--- src/rtl/regfile_wb_arbiter_pkg.sv ---
// Shared widths, port identifiers and the write-back entry payload for the
// register-file write-back arbiter.
package regfile_wb_arbiter_pkg;

  localparam int unsigned DATA_W   = 32;
  localparam int unsigned ADDR_W   = 5;
  localparam int unsigned NUM_REGS = 32;
  localparam int unsigned CNT_W    = 16;

  localparam logic WB_PORT_ALU = 1'b0;
  localparam logic WB_PORT_MEM = 1'b1;

  typedef struct packed {
    logic              valid;
    logic [ADDR_W-1:0] rd;
    logic [DATA_W-1:0] data;
  } wb_entry_t;

endpackage

--- src/rtl/regfile_wb_arbiter_if.sv ---
// Write-back request ports, register-file write port and status outputs.
interface regfile_wb_arbiter_if;
  import regfile_wb_arbiter_pkg::*;

  logic                alu_valid;
  logic                alu_ready;
  logic [ADDR_W-1:0]   alu_reg;
  logic [DATA_W-1:0]   alu_data;
  logic                mem_valid;
  logic                mem_ready;
  logic [ADDR_W-1:0]   mem_reg;
  logic [DATA_W-1:0]   mem_data;
  logic                rf_reg_write;
  logic [ADDR_W-1:0]   rf_write_register;
  logic [DATA_W-1:0]   rf_write_data;
  logic [NUM_REGS-1:0] pending_mask;
  logic [CNT_W-1:0]    conflict_cnt;

  modport master (
    output alu_valid, alu_reg, alu_data, mem_valid, mem_reg, mem_data,
    input  alu_ready, mem_ready, rf_reg_write, rf_write_register,
           rf_write_data, pending_mask, conflict_cnt
  );

  modport slave (
    input  alu_valid, alu_reg, alu_data, mem_valid, mem_reg, mem_data,
    output alu_ready, mem_ready, rf_reg_write, rf_write_register,
           rf_write_data, pending_mask, conflict_cnt
  );

endinterface

--- src/rtl/regfile_wb_arbiter_buffer.sv ---
// One-entry write-back holding buffer; a load wins over a clear on the same edge.
module wb_hold_buffer
  import regfile_wb_arbiter_pkg::*;
(
  input  logic              clk,
  input  logic              rst_n,
  input  logic              load,
  input  logic              clear,
  input  logic [ADDR_W-1:0] load_reg,
  input  logic [DATA_W-1:0] load_data,
  output wb_entry_t         entry
);

  always_ff @(posedge clk or negedge rst_n) begin
    if (!rst_n) begin
      entry <= '0;
    end else if (load) begin
      entry <= '{valid: 1'b1, rd: load_reg, data: load_data};
    end else if (clear) begin
      entry.valid <= 1'b0;
    end
  end

endmodule

--- src/rtl/regfile_wb_arbiter.sv ---
// Shares the register-file write port between the ALU and memory write-back
// paths: round-robin grant with an oldest-first override on same-register writes.
module regfile_wb_arbiter
  import regfile_wb_arbiter_pkg::*;
(
  input  logic               clk,
  input  logic               rst_n,
  regfile_wb_arbiter_if.slave bus
);

  wb_entry_t           alu_q;
  wb_entry_t           mem_q;
  logic                grant_alu;
  logic                grant_mem;
  logic                sel_mem;
  logic                both_valid;
  logic                same_reg;
  logic                alu_ready_c;
  logic                mem_ready_c;
  logic                alu_load;
  logic                mem_load;
  logic                rr_ptr;
  logic                rr_ptr_d;
  logic                older_is_1;
  logic                older_is_1_d;
  logic [CNT_W-1:0]    cnt_q;
  logic [CNT_W-1:0]    cnt_d;
  logic [NUM_REGS-1:0] pend_c;
  logic                we_c;
  logic [ADDR_W-1:0]   wreg_c;
  logic [DATA_W-1:0]   wdata_c;

  wb_hold_buffer u_alu_buf (
    .clk       (clk),
    .rst_n     (rst_n),
    .load      (alu_load),
    .clear     (grant_alu),
    .load_reg  (bus.alu_reg),
    .load_data (bus.alu_data),
    .entry     (alu_q)
  );

  wb_hold_buffer u_mem_buf (
    .clk       (clk),
    .rst_n     (rst_n),
    .load      (mem_load),
    .clear     (grant_mem),
    .load_reg  (bus.mem_reg),
    .load_data (bus.mem_data),
    .entry     (mem_q)
  );

  // Grant depends only on buffered state, never on the incoming requests.
  always_comb begin
    both_valid = alu_q.valid & mem_q.valid;
    same_reg   = (alu_q.rd == mem_q.rd);
    sel_mem    = 1'b0;
    grant_alu  = alu_q.valid;
    grant_mem  = mem_q.valid;
    if (both_valid) begin
      sel_mem   = same_reg ? older_is_1 : (rr_ptr == WB_PORT_MEM);
      grant_mem = sel_mem;
      grant_alu = !sel_mem;
    end
  end

  assign alu_ready_c = !alu_q.valid | grant_alu;
  assign mem_ready_c = !mem_q.valid | grant_mem;
  assign alu_load    = bus.alu_valid & alu_ready_c;
  assign mem_load    = bus.mem_valid & mem_ready_c;

  // Next state for the round-robin pointer, age bit and conflict counter.
  always_comb begin
    rr_ptr_d     = rr_ptr;
    older_is_1_d = older_is_1;
    cnt_d        = cnt_q;
    if (both_valid && !same_reg) begin
      rr_ptr_d = !rr_ptr;
    end
    if (alu_load && mem_load) begin
      older_is_1_d = 1'b1;
    end else if (alu_load) begin
      older_is_1_d = mem_q.valid & !grant_mem;
    end else if (mem_load) begin
      older_is_1_d = !(alu_q.valid & !grant_alu);
    end
    if (both_valid && (cnt_q != {CNT_W{1'b1}})) begin
      cnt_d = cnt_q + CNT_W'(1);
    end
  end

  always_ff @(posedge clk or negedge rst_n) begin
    if (!rst_n) begin
      rr_ptr     <= WB_PORT_ALU;
      older_is_1 <= 1'b0;
      cnt_q      <= '0;
    end else begin
      rr_ptr     <= rr_ptr_d;
      older_is_1 <= older_is_1_d;
      cnt_q      <= cnt_d;
    end
  end

  // Register-file write port and pending-register mask.
  always_comb begin
    we_c    = 1'b0;
    wreg_c  = '0;
    wdata_c = '0;
    pend_c  = '0;
    if (grant_alu) begin
      we_c    = 1'b1;
      wreg_c  = alu_q.rd;
      wdata_c = alu_q.data;
    end else if (grant_mem) begin
      we_c    = 1'b1;
      wreg_c  = mem_q.rd;
      wdata_c = mem_q.data;
    end
    if (alu_q.valid) begin
      pend_c[alu_q.rd] = 1'b1;
    end
    if (mem_q.valid) begin
      pend_c[mem_q.rd] = 1'b1;
    end
  end

  assign bus.alu_ready         = alu_ready_c;
  assign bus.mem_ready         = mem_ready_c;
  assign bus.rf_reg_write      = we_c;
  assign bus.rf_write_register = wreg_c;
  assign bus.rf_write_data     = wdata_c;
  assign bus.pending_mask      = pend_c;
  assign bus.conflict_cnt      = cnt_q;

endmodule

--- src/flat_wrapper.sv ---
// flat-port wrapper written by rule: the top's interface ports become plain ports
module regfile_wb_arbiter_flat import regfile_wb_arbiter_pkg::*;
  (clk, rst_n, bus_alu_valid, bus_alu_reg, bus_alu_data, bus_mem_valid, bus_mem_reg, bus_mem_data, bus_alu_ready, bus_mem_ready, bus_rf_reg_write, bus_rf_write_register, bus_rf_write_data, bus_pending_mask, bus_conflict_cnt);
  regfile_wb_arbiter_if bus_i ();
  input  logic clk;
  input  logic rst_n;
  input wire logic [$bits(bus_i.alu_valid)-1:0] bus_alu_valid;
  input wire logic [$bits(bus_i.alu_reg)-1:0] bus_alu_reg;
  input wire logic [$bits(bus_i.alu_data)-1:0] bus_alu_data;
  input wire logic [$bits(bus_i.mem_valid)-1:0] bus_mem_valid;
  input wire logic [$bits(bus_i.mem_reg)-1:0] bus_mem_reg;
  input wire logic [$bits(bus_i.mem_data)-1:0] bus_mem_data;
  output wire logic [$bits(bus_i.alu_ready)-1:0] bus_alu_ready;
  output wire logic [$bits(bus_i.mem_ready)-1:0] bus_mem_ready;
  output wire logic [$bits(bus_i.rf_reg_write)-1:0] bus_rf_reg_write;
  output wire logic [$bits(bus_i.rf_write_register)-1:0] bus_rf_write_register;
  output wire logic [$bits(bus_i.rf_write_data)-1:0] bus_rf_write_data;
  output wire logic [$bits(bus_i.pending_mask)-1:0] bus_pending_mask;
  output wire logic [$bits(bus_i.conflict_cnt)-1:0] bus_conflict_cnt;
  assign bus_i.alu_valid = bus_alu_valid;
  assign bus_i.alu_reg = bus_alu_reg;
  assign bus_i.alu_data = bus_alu_data;
  assign bus_i.mem_valid = bus_mem_valid;
  assign bus_i.mem_reg = bus_mem_reg;
  assign bus_i.mem_data = bus_mem_data;
  assign bus_alu_ready = bus_i.alu_ready;
  assign bus_mem_ready = bus_i.mem_ready;
  assign bus_rf_reg_write = bus_i.rf_reg_write;
  assign bus_rf_write_register = bus_i.rf_write_register;
  assign bus_rf_write_data = bus_i.rf_write_data;
  assign bus_pending_mask = bus_i.pending_mask;
  assign bus_conflict_cnt = bus_i.conflict_cnt;
  regfile_wb_arbiter u_core (.clk(clk), .rst_n(rst_n), .bus(bus_i));
endmodule
--- config.mk ---
export PLATFORM = sky130hd
export DESIGN_NAME = regfile_wb_arbiter_flat
export DESIGN_NICKNAME = d
export VERILOG_FILES = /design/src/rtl/regfile_wb_arbiter_pkg.sv /design/src/rtl/regfile_wb_arbiter_if.sv /design/src/rtl/regfile_wb_arbiter_buffer.sv /design/src/rtl/regfile_wb_arbiter.sv /design/src/flat_wrapper.sv
export SDC_FILE = /design/constraint.sdc
export NUM_CORES = 1
export LEC_CHECK = 0
export CAP_MARGIN = 20
export CORE_MARGIN = 5
export CORE_UTILIZATION = 45
export CTS_CLUSTER_DIAMETER = 200
export DETAILED_ROUTE_END_ITERATION = 10
export GPL_ROUTABILITY_DRIVEN = 0
export PLACE_DENSITY = 0.89
export SLEW_MARGIN = 30
export SYNTH_ARGS = -nofsm -noshare
export SYNTH_HDL_FRONTEND = slang
export SYNTH_SLANG_ARGS = --single-unit
--- constraint.sdc ---
create_clock -name clk -period 2.96 [get_ports clk]
set_input_delay 0.444 -clock clk [delete_from_list [all_inputs] [get_ports clk]]
set_output_delay 0.444 -clock clk [all_outputs]
set_load 0.05 [all_outputs]
# After elaboration in Yosys (flattened, before gate mapping)
# Index checks and enable logic that the tools add are counted.
dict set report classes {
  n_addsub 1
  multipliers 0
  div 0
  magnitude_cmp 4
  n_eq_ne 2
  shift 0
  n_mux 22
  n_bitwise 8
  n_reduce_logical 16
}
# cell count
set op_table {}
lappend op_table {{$mux 32} 4}
lappend op_table {{$or 32x32->32} 1}
lappend op_table {{$add 16x1->16 const B} 1}
lappend op_table {{$ne 16x16->1 const B} 1}
lappend op_table {{$mux 1} 14}
lappend op_table {{$lt 5x6->1 const B} 2}
lappend op_table {{$demux 1 s5} 2}
lappend op_table {{$ge 5x1->1 const B} 2}
lappend op_table {{$mux 5} 2}
lappend op_table {{$logic_not 1->1} 8}
lappend op_table {{$and 1x1->1} 5}
lappend op_table {{$eq 5x5->1} 1}
lappend op_table {{$logic_and 1x1->1} 5}
lappend op_table {{$reduce_bool 2->1} 2}
lappend op_table {{$reduce_bool 3->1} 1}
lappend op_table {{$or 1x1->1} 2}
dict set report totals {
  regBits 94
  latchBits 0
  ramBits 0
  rom_bits 0
  inputBits 78
  wordCells 62
  n_memories 0
}

# Logic depth before layout (Yosys ltp)
dict set report logic_depth {
  ltp_word 10
  ltp_mapped 8
}

# Cells and area by module
# Synthesis repeated with hierarchy kept, for this count alone.
dict set report unflattened {
  cells_unflattened 376
  area_unflattened_um2 4779.6
}
# module n_inst cells_per_inst area_each_um2
set by_module_without_submodules {}
lappend by_module_without_submodules {wb_hold_buffer 2 81 1488.9}
lappend by_module_without_submodules {regfile_wb_arbiter 1 214 1801.7}

# Worst setup path before layout
# No wires, ideal clock.
dict set report synth_timing {
  path_type {reg2out}
  start {register u_core.u_alu_buf.entry[32] (netlist name)}
  end {output bus_rf_write_data[10]}
  arrival_time_ns 2.140
  t_required_ns 2.516
  slack_ns 0.376
  stages_incl_launch_ff 8
  cell_sequence {dfrtp_1 buf_2 xnor2_1 and3_1 nor2_1 nor3_2 clkbuf_1 a22o_1}
}
dict set report synth_between {
  elab_chain_cells 5
}
# element line
set synth_lines {}
lappend synth_lines {{start: declaration} regfile_wb_arbiter_buffer.sv:11} ;# output wb_entry_t entry
lappend synth_lines {{start signal: assignment} regfile_wb_arbiter_buffer.sv:18} ;# entry <= '{valid: 1'b1, rd: load_reg, data: load_data};
lappend synth_lines {{$eq 5x5->1 (*)} regfile_wb_arbiter.sv:56} ;# same_reg = (alu_q.rd == mem_q.rd);
lappend synth_lines {{$mux 1 (*)} regfile_wb_arbiter.sv:61} ;# sel_mem = same_reg ? older_is_1 : (rr_ptr == WB_PORT_MEM);
lappend synth_lines {{$mux 1 / $logic_not 1->1 (equally long branches)} {regfile_wb_arbiter.sv:60, regfile_wb_arbiter.sv:63}}
lappend synth_lines {{$mux 32 / $mux 1 (equally long branches)} {regfile_wb_arbiter.sv:114, regfile_wb_arbiter.sv:60}}
lappend synth_lines {{$mux 32 (*)} regfile_wb_arbiter.sv:110} ;# if (grant_alu) begin
lappend synth_lines {{end: declaration} flat_wrapper.sv:17} ;# output wire logic [$bits(bus_i.rf_write_data)-1:0] bus_rf_write_data;
# Every way passes the cells marked *; elsewhere a longest branch is shown, timed or not.

# Worst setup path after layout
dict set report layout_timing {
  start {register u_core.u_mem_buf.entry[35] (netlist name)}
  end {output bus_pending_mask[19]}
}
dict set report layout_between {
  elab_chain_cells 6
}
# element line
set layout_lines {}
lappend layout_lines {{start: declaration} regfile_wb_arbiter_buffer.sv:11}
lappend layout_lines {{start signal: assignment} regfile_wb_arbiter_buffer.sv:18}
lappend layout_lines {{$lt 5x6->1 (implied by the code) / $ge 5x1->1 (equally long branches)} regfile_wb_arbiter.sv:123} ;# pend_c[mem_q.rd] = 1'b1;
lappend layout_lines {{$logic_and 1x1->1 (implied by the code)} regfile_wb_arbiter.sv:123}
lappend layout_lines {{$mux 1 (implied by the code)} regfile_wb_arbiter.sv:123}
lappend layout_lines {{$demux 1 s5 (*)} n/a}
lappend layout_lines {{$or 32x32->32 (no source line) (*)} n/a}
lappend layout_lines {{$mux 32 (*)} regfile_wb_arbiter.sv:122} ;# if (mem_q.valid) begin
lappend layout_lines {{end: declaration} flat_wrapper.sv:18} ;# output wire logic [$bits(bus_i.pending_mask)-1:0] bus_pending_mask;
# Marks and branches as above.

==> impl_metrics.yaml <==
cells_and_area:
  layout_common_cells: "clkdlybuf4s50_1, dfrtp_1, mux2_1"
  final_common_cell: "clkdlybuf4s50_1"
  design_area_um2: 7019
  final_nets: 622
  area_delta_synth_final_pct: 51.29
  drive_above_1_share_pct: 18.35
global_route:
  grt_pass1_wl_um: 21340
  grt.total_usage_pct: 20.95
  grt_pass1_vias: 4184
  grt_remaining_overflow: 0
  antenna_found_initial: 1
  grt_max_degree: 50
sta:
  post-route-period-util_pct: 96.48
  clock_skew_ps: 10.82
  hold_viol: 0
  setup_violations: 0
  rsz0062_at_grt: "yes"
  fin_ws_ps: 104.1
  hold_slack_ps: 100.3
  tightest_slew_ps: 627.2
  relSlewSlack_pct: 58.19
  slew_viol_final: 0
  min_period_ps: 2856
  max_freq_mhz: 350.2
place:
  portBuffers: 165
  hpwl_um: 9717
  post-place-ws_ps: 306.8
  place_area_um2: 6805
critical_path:
  timing.rr.start: "u_core.u_alu_buf.entry[37]"
  cp-end-kind: "primary output"
  reg2regPathDepth: 6
  r2r_slack_ps: 710
  critPathKind: "reg2out"
  r2r-end: "u_core.u_alu_buf.entry[30]"
  critPathLaunchType: "flop"
  arrival_ps: 2410
  crit_path_max_fanout: 11
  required_ps: 2520
power_and_ir_drop:
  cellPowerDensity_nw_per_um2: 1222
  p_leak_nw: 2.933
  irDropWorstVdd_mv: 0.6358
drt:
  antenna_left: 0
  vias: 3812
  wire_per_inst_um: 19.08
  dr.pass1.iters: 4
  wl_um: 13010
  drt-initial-drc-count: 340
  viasPerCell: 5.589
  drc: 0
die:
  die_area_um2: 12440
  die_h_um: 111.5
  coreArea_um2: 10180
  io_pins: 166
  rows: 37
  initial_core_util_pct: 45.55
  die_w_um: 111.5
synth:
  synth.distinct_cells: 39
  seq_area_frac_synth_pct: 50.70
  ys_ff_latch: 94
  synth_area_per_cell_um2: 11.96
  syn_nets: 467
  synth_compound_area_share_pct: 13.67
  synth.largest_area_cell: "dfrtp_1"
  synth.area.top_cells: "dfrtp_1, mux2_1, a22o_1"
  ys.flop_type: "dfrtp_1"
  syn_inst: 388
  yosysTopAreaCellShare_pct: 50.70
  synth_warnings: 0
  synth_area_um2: 4639
  synthArstFlopShare_pct: 100.0
  synth_xor_area_share_pct: 3.209
  synth_edf_count: 0
  yosys-mux-area-fraction_pct: 18.45
  synth_top_family_by_area: "multiplexers"
  synthAdderAreaFrac_pct: 0.2697
  synth_simple_gate_area_share_pct: 10.76
hold_path:
  hp-class: "in2async"
status:
  status: "complete, no violations"
clock_tree:
  cts_tree: "done"
  postCtsSetupBuffers: 0
  htree_levels: 3
  clk_pin_slew_ps: 80
  hold_buffers: 0
  root_buffer: "clkbuf_8"
  numCtsBuffers: 9
  clk_latency_ps: 350
  clock_path_buffers: 2
  clock_sinks: 94
flow_run:
  maxCapViolCount: 0
## stage by stage
step / util [%] / power [mW] / std cells / setup TNS (ps)
finish: 68.92 / 8.575 / 682 / 0
global route: 68.92 / 9.000 / 682 / -366.5
CTS: 68.51 / 8.608 / 681 / 0
detailed placement: 66.82 / 7.839 / 668 / 0
global placement: 66.82 / 7.698 / 668 / 0
floorplan: - / 5.333 / 388 / 0
## registers in the layout (all words and copies together) (netlist names)
name                     flops
u_core.u_alu_buf.entry      38
u_core.u_mem_buf.entry      38
u_core.bus.conflict_cnt     16
u_core.older_is_1            1
u_core.rr_ptr                1
## power breakdown
part / switching (mW) / total (mW) / internal [mW]
Combinational: 3.11 / 5.64 / 2.52
Sequential: 0.430 / 2.20 / 1.77
Clock: 0.405 / 0.740 / 0.335
## worst max-delay path by stage
stage / from / slack [ps] / cells after the start / to
after detailed placement: u_core.u_alu_buf.entry[36] / 310 / 7 / bus_rf_write_data[2]
after global placement: u_core.u_alu_buf.entry[36] / 400 / 7 / bus_rf_write_data[2]
final: u_core.u_mem_buf.entry[35] / 100 / 3 / bus_pending_mask[19]
after floorplan: u_core.u_alu_buf.entry[32] / 380 / 7 / bus_rf_write_data[10]
after global routing: u_core.u_alu_buf.entry[36] / -40 / 7 / bus_rf_write_register[0]
after CTS: u_core.u_alu_buf.entry[37] / 3 / 3 / bus_pending_mask[0]
## worst max-delay path: stages, from the launching register on
cell	delay, ps
dfrtp_2	490
or3b_2	530
o22ai_1	200
clkdlybuf4s50_1	850
## area by class of cell
type	count	area, um^2
fill	708	3166
sequential	94	2360
multi-input combinational	265	2177
timing repair buffer	171	2141
tap	136	170.2
clock buffer	11	151.4
clock inverter	2	10.01
inverter	2	7.507
antenna	1	2.502
## synthesized netlist by cell type (all sizes together) (2+ instances only)
cell type	count
and3	4
nor2	15
clkbuf	13
nand4	5
xor2	5
or3b	5
nand3b	10
dfrtp	94
buf	14
nand2b	2
o21bai	2
and2	3
nand3	11
a22o	37
o21ai	3
mux2	76
inv	2
a31oi	4
nor3	4
a21oi	2
nor4	2
or3	3
o22ai	32
xnor2	12
nand2	19
and4	3
## logic make-up (layout without fill, tap and decap cells)
group                      after synthesis  after routing
DFF                                     94             94
and+or+nand+nor                         88             88
AOI/OAI and AO/OA                       83             83
muxes                                   76             76
buffers and inverters                   29            186
xor gates and xnor gates                17             17
adders and majority gates                1              1
other                                    0              1
## timing repair
item                                   in CTS  in global routing
endpoints found under the hold margin       0                  0
setup endpoints to repair                  38                 48
resized for setup                           4                 18
## routing by layer
layer | vias up | share of wire (%) | GRT usage (%)
li1 | 1762 | - | -
met1 | 1873 | 37 | 22.87
met2 | 159 | 53 | 38.16
met3 | 18 | 7.6 | 5.924
met4 | 0 | 2.2 | 8.516
met5 | - | 0 | 0
(Power assumes the default switching activity.)
